## config.mk

```make
export PLATFORM = sky130hd
export DESIGN_NAME = instr_fetch_queue_flat
export DESIGN_NICKNAME = d
export VERILOG_FILES = /design/src/rtl/instr_fetch_queue_if.sv /design/src/rtl/instr_fetch_queue.sv /design/src/flat_wrapper.sv
export SDC_FILE = /design/constraint.sdc
export NUM_CORES = 1
export LEC_CHECK = 0
export CAP_MARGIN = 10
export CORE_MARGIN = 2
export CORE_UTILIZATION = 40
export DETAILED_ROUTE_END_ITERATION = 6
export GPL_TIMING_DRIVEN = 0
export PLACE_DENSITY = 0.61
export SETUP_SLACK_MARGIN = 0.3
export SYNTH_ARGS = -nofsm -noshare
export SYNTH_HDL_FRONTEND = slang
export SYNTH_SLANG_ARGS = --single-unit
```

## constraint.sdc

```tcl
create_clock -name clk -period 12.5 [get_ports clk]
set_clock_uncertainty 0.1 [all_clocks]
set_input_delay 2.5 -clock clk [delete_from_list [all_inputs] [get_ports clk]]
set_output_delay 2.5 -clock clk [all_outputs]
set_load 0.01 [all_outputs]
```

## src/rtl/instr_fetch_queue_if.sv

```systemverilog
// Handshake bundle between the fetch queue, instruction memory and the decoder.
// master = fetch queue side, slave = memory/decoder/control environment side.
interface instr_fetch_queue_if;
    logic        imem_req_valid;
    logic        imem_req_ready;
    logic [31:0] imem_req_addr;
    logic        imem_resp_valid;
    logic [31:0] imem_resp_data;
    logic        redirect;
    logic [31:0] redirect_pc;
    logic        dec_valid;
    logic        dec_ready;
    logic [31:0] dec_instr;
    logic [31:0] dec_pc;
    logic [6:0]  current_opcode;
    logic [3:0]  current_func;

    modport master (
        output imem_req_valid, imem_req_addr, dec_valid, dec_instr, dec_pc,
               current_opcode, current_func,
        input  imem_req_ready, imem_resp_valid, imem_resp_data, redirect, redirect_pc,
               dec_ready
    );

    modport slave (
        input  imem_req_valid, imem_req_addr, dec_valid, dec_instr, dec_pc,
               current_opcode, current_func,
        output imem_req_ready, imem_resp_valid, imem_resp_data, redirect, redirect_pc,
               dec_ready
    );
endinterface

```

## src/rtl/instr_fetch_queue.sv

```systemverilog
// Fetch stage: sequential PC generation, credit-limited imem requests and an in-order
// prefetch FIFO presenting the head instruction with pre-split opcode/func fields.
module instr_fetch_queue #(
    parameter int unsigned DEPTH    = 4,
    parameter logic [31:0] RESET_PC = 32'h0000_0000
) (
    input logic                 clk,
    input logic                 reset,
    instr_fetch_queue_if.master bus
);
    localparam int unsigned AW = (DEPTH > 1) ? $clog2(DEPTH) : 1;

    typedef enum logic [0:0] {StRun, StDrain} state_e;

    state_e        state_q, state_d;
    logic [31:0]   pc_q, pc_d;
    logic [AW:0]   outst_q, outst_d;
    logic [AW:0]   discard_q, discard_d;
    logic [AW:0]   occ_q, occ_d;
    logic [AW-1:0] fifo_wptr_q, fifo_wptr_d, fifo_rptr_q, fifo_rptr_d;
    logic [AW-1:0] tag_wptr_q, tag_wptr_d, tag_rptr_q, tag_rptr_d;

    logic [31:0]   tag_mem   [DEPTH];
    logic [31:0]   instr_mem [DEPTH];
    logic [31:0]   pc_mem    [DEPTH];

    logic [AW+1:0] credit_sum;
    logic          req_valid, accept, resp, push, pop, fifo_nonempty;
    logic [31:0]   dec_instr;

    // Reserving a FIFO slot for every outstanding request means responses never overflow.
    assign credit_sum    = {1'b0, occ_q} + {1'b0, outst_q};
    assign req_valid     = (state_q == StRun) && !reset && (credit_sum < (AW+2)'(DEPTH));
    assign accept        = req_valid && bus.imem_req_ready;
    assign resp          = bus.imem_resp_valid;
    assign push          = resp && (discard_q == '0) && !bus.redirect;
    assign fifo_nonempty = (occ_q != '0);
    assign pop           = fifo_nonempty && bus.dec_ready && !bus.redirect;

    always_comb begin
        state_d     = state_q;
        pc_d        = pc_q;
        discard_d   = discard_q;
        outst_d     = outst_q + (AW+1)'(accept) - (AW+1)'(resp);
        occ_d       = occ_q + (AW+1)'(push) - (AW+1)'(pop);
        fifo_wptr_d = fifo_wptr_q + AW'(push);
        fifo_rptr_d = fifo_rptr_q + AW'(pop);
        tag_wptr_d  = tag_wptr_q + AW'(accept);
        tag_rptr_d  = tag_rptr_q + AW'(push);
        if (bus.redirect) begin
            // Everything still in flight, including this cycle's accept, becomes stale.
            pc_d        = bus.redirect_pc & ~32'h3;
            discard_d   = outst_d;
            state_d     = (outst_d != '0) ? StDrain : StRun;
            occ_d       = '0;
            fifo_wptr_d = '0;
            fifo_rptr_d = '0;
            tag_wptr_d  = '0;
            tag_rptr_d  = '0;
        end else begin
            if (accept) begin
                pc_d = pc_q + 32'd4;
            end
            if (resp && (discard_q != '0)) begin
                discard_d = discard_q - 1'b1;
            end
            if ((state_q == StDrain) && (discard_d == '0)) begin
                state_d = StRun;
            end
        end
    end

    always_ff @(posedge clk) begin
        if (reset) begin
            state_q     <= StRun;
            pc_q        <= RESET_PC;
            outst_q     <= '0;
            discard_q   <= '0;
            occ_q       <= '0;
            fifo_wptr_q <= '0;
            fifo_rptr_q <= '0;
            tag_wptr_q  <= '0;
            tag_rptr_q  <= '0;
        end else begin
            state_q     <= state_d;
            pc_q        <= pc_d;
            outst_q     <= outst_d;
            discard_q   <= discard_d;
            occ_q       <= occ_d;
            fifo_wptr_q <= fifo_wptr_d;
            fifo_rptr_q <= fifo_rptr_d;
            tag_wptr_q  <= tag_wptr_d;
            tag_rptr_q  <= tag_rptr_d;
        end
    end

    // Storage needs no reset: occupancy gates every read.
    always_ff @(posedge clk) begin
        if (accept) begin
            tag_mem[tag_wptr_q] <= pc_q;
        end
        if (push) begin
            instr_mem[fifo_wptr_q] <= bus.imem_resp_data;
            pc_mem[fifo_wptr_q]    <= tag_mem[tag_rptr_q];
        end
    end

    assign dec_instr          = fifo_nonempty ? instr_mem[fifo_rptr_q] : '0;
    assign bus.imem_req_valid = req_valid;
    assign bus.imem_req_addr  = pc_q;
    assign bus.dec_valid      = fifo_nonempty;
    assign bus.dec_instr      = dec_instr;
    assign bus.dec_pc         = fifo_nonempty ? pc_mem[fifo_rptr_q] : '0;
    assign bus.current_opcode = dec_instr[6:0];
    assign bus.current_func   = {dec_instr[30], dec_instr[14:12]};
endmodule

```

## src/flat_wrapper.sv

```systemverilog
// flat-port wrapper written by rule: the top's interface ports become plain ports
module instr_fetch_queue_flat 
#(
    parameter int unsigned DEPTH    = 4,
    parameter logic [31:0] RESET_PC = 32'h0000_0000
)
  (clk, reset, bus_imem_req_valid, bus_imem_req_addr, bus_dec_valid, bus_dec_instr, bus_dec_pc, bus_current_opcode, bus_current_func, bus_imem_req_ready, bus_imem_resp_valid, bus_imem_resp_data, bus_redirect, bus_redirect_pc, bus_dec_ready);
  instr_fetch_queue_if bus_i ();
  input logic clk;
  input logic reset;
  output wire logic [$bits(bus_i.imem_req_valid)-1:0] bus_imem_req_valid;
  output wire logic [$bits(bus_i.imem_req_addr)-1:0] bus_imem_req_addr;
  output wire logic [$bits(bus_i.dec_valid)-1:0] bus_dec_valid;
  output wire logic [$bits(bus_i.dec_instr)-1:0] bus_dec_instr;
  output wire logic [$bits(bus_i.dec_pc)-1:0] bus_dec_pc;
  output wire logic [$bits(bus_i.current_opcode)-1:0] bus_current_opcode;
  output wire logic [$bits(bus_i.current_func)-1:0] bus_current_func;
  input wire logic [$bits(bus_i.imem_req_ready)-1:0] bus_imem_req_ready;
  input wire logic [$bits(bus_i.imem_resp_valid)-1:0] bus_imem_resp_valid;
  input wire logic [$bits(bus_i.imem_resp_data)-1:0] bus_imem_resp_data;
  input wire logic [$bits(bus_i.redirect)-1:0] bus_redirect;
  input wire logic [$bits(bus_i.redirect_pc)-1:0] bus_redirect_pc;
  input wire logic [$bits(bus_i.dec_ready)-1:0] bus_dec_ready;
  assign bus_imem_req_valid = bus_i.imem_req_valid;
  assign bus_imem_req_addr = bus_i.imem_req_addr;
  assign bus_dec_valid = bus_i.dec_valid;
  assign bus_dec_instr = bus_i.dec_instr;
  assign bus_dec_pc = bus_i.dec_pc;
  assign bus_current_opcode = bus_i.current_opcode;
  assign bus_current_func = bus_i.current_func;
  assign bus_i.imem_req_ready = bus_imem_req_ready;
  assign bus_i.imem_resp_valid = bus_imem_resp_valid;
  assign bus_i.imem_resp_data = bus_imem_resp_data;
  assign bus_i.redirect = bus_redirect;
  assign bus_i.redirect_pc = bus_redirect_pc;
  assign bus_i.dec_ready = bus_dec_ready;
  instr_fetch_queue #(.DEPTH(DEPTH), .RESET_PC(RESET_PC)) u_core (.clk(clk), .reset(reset), .bus(bus_i));
endmodule
```

==> impl_metrics.csv <==
group,metric,value,unit
power_and_ir_drop,intPower,2.495,mW
clock_tree,clock_latency,0.56,ns
sta,hold_slack,0.4552,ns
global_route,antenna_found_initial,0,
clock_tree,ctsResizeCount,0,
power_and_ir_drop,power_density,154.5,nW/um2
sta,setup_slack,5.337,ns
sta,rsz0062_at_grt,"no",
place,placed_area,19280,um2
clock_tree,cts_hold_buffers,0,
synth,synth.cells.most_frequent,"368 x edfxtp_1, 92 x mux4_2, 67 x nor2b_1",
sta,worstMarginPinSlew,0.9502,ns
worst_setup_path,crit_path_max_incr_delay,0.65,ns
sta,setup_viol,0,
sta,final_max_slew_viol_count,0,
clock_tree,cts_sinks,416,
routing,firstDrtPassIters,4,
power_and_ir_drop,clockPowerShare,0.399,
power_and_ir_drop,power.total,3.201,mW
floorplanning,rows,74,
synth,synth_ff_type,"edfxtp_1",
synth,synth_area_leaders,"edfxtp_1 67%, mux4_2 13%, dfxtp_1 5.8%",
power_and_ir_drop,ir_drop,0.08720,mV
floorplanning,io_pins,179,
synth,yosysWarnings,0,
place,portBuffers,171,
clock_tree,cts-root-buf,"clkbuf_16",
global_route,grt_pass1_vias,9217,
worst_setup_path,cp_data_required_time,9.90,ns
synth,synth_fa_ha_area_frac,0.01225,
routing,dr_total_vias,8647,
final_layout,area_delta_synth_final,25.25,%
clock_tree,postCtsSetupBuffers,0,
clock_tree,cts_buffer_depth,3,
synth,async_flop_share,0,
clock_tree,clk_pin_slew,0.06,ns
routing,drc,0,
floorplanning,coreArea,40830,um2
synth,synth_most_common_cell,"edfxtp_1",
sta,period_share,0.5731,
worst_setup_path,path_max_fanout,7,
sta,clock.fmax,139.6,MHz
floorplanning,die_w,207.4,um
worst_setup_path,crit_path_frequent_cell,"clkdlybuf4s50_1",
power_and_ir_drop,share_seq_of_total_power,0.504,
floorplanning,die-area,43000,um2
place,dp_cells,1627,
synth,ys_types,42,
synth,ys_seq_elements,416,
synth,synthSimpleGateAreaFrac,0.06369,
hold_path,min_path_type,"register to register",
status,status,"completed",
worst_setup_path,critPathSlowestCell,"clkdlybuf4s50_1",
worst_setup_path,r2r_cells,8,
worst_setup_path,worstPathCellList,"clkdlybuf4s50_1 > a311o_1 > nor2_1 > clkdlybuf4s50_1",
worst_setup_path,crit_path_start_kind,"input pin",
power_and_ir_drop,p_leak,6.782,nW
worst_setup_path,critPathLaunch,"reset",
routing,ant_nets,0,
worst_setup_path,crit_path_end_kind,"output pin",
sta,final.setup.tns,0,ns
routing,via_per_inst,5.060,
final_layout,nNetsFinal,1228,
run,cap_violations,0,
place,place_congestion,0.8073,
final_layout,final_area,20720,um2
hold_path,min_from,"u_core.state_q",
final_layout,layout.cells.non_filler,1709,
synth,synth_cells,902,
routing,drt_iter0_drc,505,
worst_setup_path,r2r-start,"u_core.discard_q[0]",
synth,synth_top_area_share,0.6680,
sta,max_slew_margin,0.3666,
synth,synth_compound_area_frac,0.02413,
power_and_ir_drop,pwr-share-comb,0.097,
clock_tree,numCtsBuffers,45,
global_route,grt-ovfl-total,0,
clock_tree,cts_tree,"yes",
worst_setup_path,r2r-end,"u_core.pc_mem[2][20]",
final_layout,fillers,3364,
place,post-place-ws,5.335,ns
final_layout,fin_util,0.5074,
routing,routed_wirelength,34.59,mm
synth,synth_edf_count,368,
routing,wire_per_inst,20.24,um
power_and_ir_drop,p_sw_frac,0.2206,
global_route,grt_usage,0.1629,
sta,hold_viol_final,0,
hold_path,worstHoldPathCells,2,
floorplanning,initial_core_util,0.4051,
final_layout,layout-drive-gt1-share,0.1793,
synth,synth_area_leader_cell,"edfxtp_1",
global_route,grt_max_degree,46,
floorplanning,die_y,207.4,um
synth,ys_seq_area_frac,0.7261,
final_layout,num_antenna_cells,0,
sta,min_period,7.163,ns
worst_setup_path,crit_arrival,4.56,ns
synth,syn_area,16540,um2
worst_setup_path,rrSetupSlack,9.22,ns
worst_setup_path,crit_type,"input pin to output pin",
hold_path,min_to,"u_core.state_q",
synth,synth_top_family_by_area,"multiplexers",
synth,synthXorXnorAreaFrac,0.01959,
clock_tree,h-tree-depth,2,
place,place_hpwl,22.99,mm
synth,synthMuxAreaShare,0.1277,
global_route,grt_pass1_wl,54.01,mm
synth,avgSynthCellArea,18.34,um2
power_and_ir_drop,switchingPower,0.7062,mW
layout by cell type (no fill, tap or decap), drive strengths merged:
cell type	n
o21a	24
nor3b	3
edfxtp	368
nor4	8
ha	13
or4b	1
nor2	23
nand4	10
a211oi	3
conb	4
and2	6
bufinv	4
nand2b	1
buf	48
o21ai	3
and4	5
inv	41
a21oi	29
dfxtp	48
clkdlybuf4s50	171
and3	6
clkinv	17
xor2	14
clkbuf	85
or4	1
mux4	92
clkinvlp	2
fa	2
mux2i	4
nand2	17
or2	2
a311o	1
nor3	15
and4b	1
xnor2	23
a311oi	2
a2111oi	1
or3	2
nor2b	67
nand3	10
per-layer routing:
layer / vias up / GRT usage / part of all wire
met5: - / 0 / 0
met4: 0 / 0.04951 / 0.019
met3: 49 / 0.02950 / 0.053
met2: 215 / 0.2680 / 0.48
met1: 4398 / 0.2218 / 0.45
li1: 3985 / - / -
area by class of cell:
type	count	area, um2	share of cell area
flip-flops and latches	416	12010	0.5797
multi-input cells	393	4158	0.2007
repair buffers	191	2018	0.09741
clock buffers	57	1191	0.05749
well taps	532	665.6	0.03213
plain buffers	56	285.3	0.01377
clock inverters	24	239.0	0.01153
inverters	40	150.1	0.007247
critical path, delay by kind of cell:
family                 cells  cell delay, ns
AOI/OAI and AO/OA          1            0.47
buffers and inverters      2            1.17
and+or+nand+nor            1            0.42
kinds of logic after synthesis:
| kind of cell | after synthesis |
|---|---|
| buffers and inverters | 96 |
| other | 1 |
| AND/OR/NAND/NOR | 178 |
| XOR/XNOR | 37 |
| multiplexers | 96 |
| adder cells (fa/ha/maj) | 15 |
| flip-flops | 416 |
| AO/OA/AOI/OAI | 63 |
worst max path at each step:
stage | end | cells past startpoint | slack (ns)
after floorplan | u_core.instr_mem[0][0] | 3 | 4.02
after global placement | u_core.pc_mem[0][17] | 3 | -1.20
after detailed placement | bus_imem_req_valid | 4 | 5.33
after CTS | bus_imem_req_valid | 4 | 5.33
after global routing | bus_imem_req_valid | 4 | 5.27
final | bus_imem_req_valid | 4 | 5.34
state kept, by name, summed over array words and instances (netlist names), 3 cells and up:
register,count
u_core.bus.imem_req_addr,30
u_core.outst_q,3
u_core.discard_q,3
u_core.pc_mem,120
u_core.occ_q,3
u_core.instr_mem,128
u_core.tag_mem,120
power groups by stage:
stage                     logic, mW  registers, mW  clock network, mW
after global placement        0.293           1.65                  0
final                         0.310           1.61               1.28
after detailed placement      0.315           1.64                  0
after CTS                     0.316           1.61               1.32
after global routing          0.340           1.62               1.37
after floorplan               0.165           1.64                  0
No activity file was read; power rests on OpenSTA's default activity.
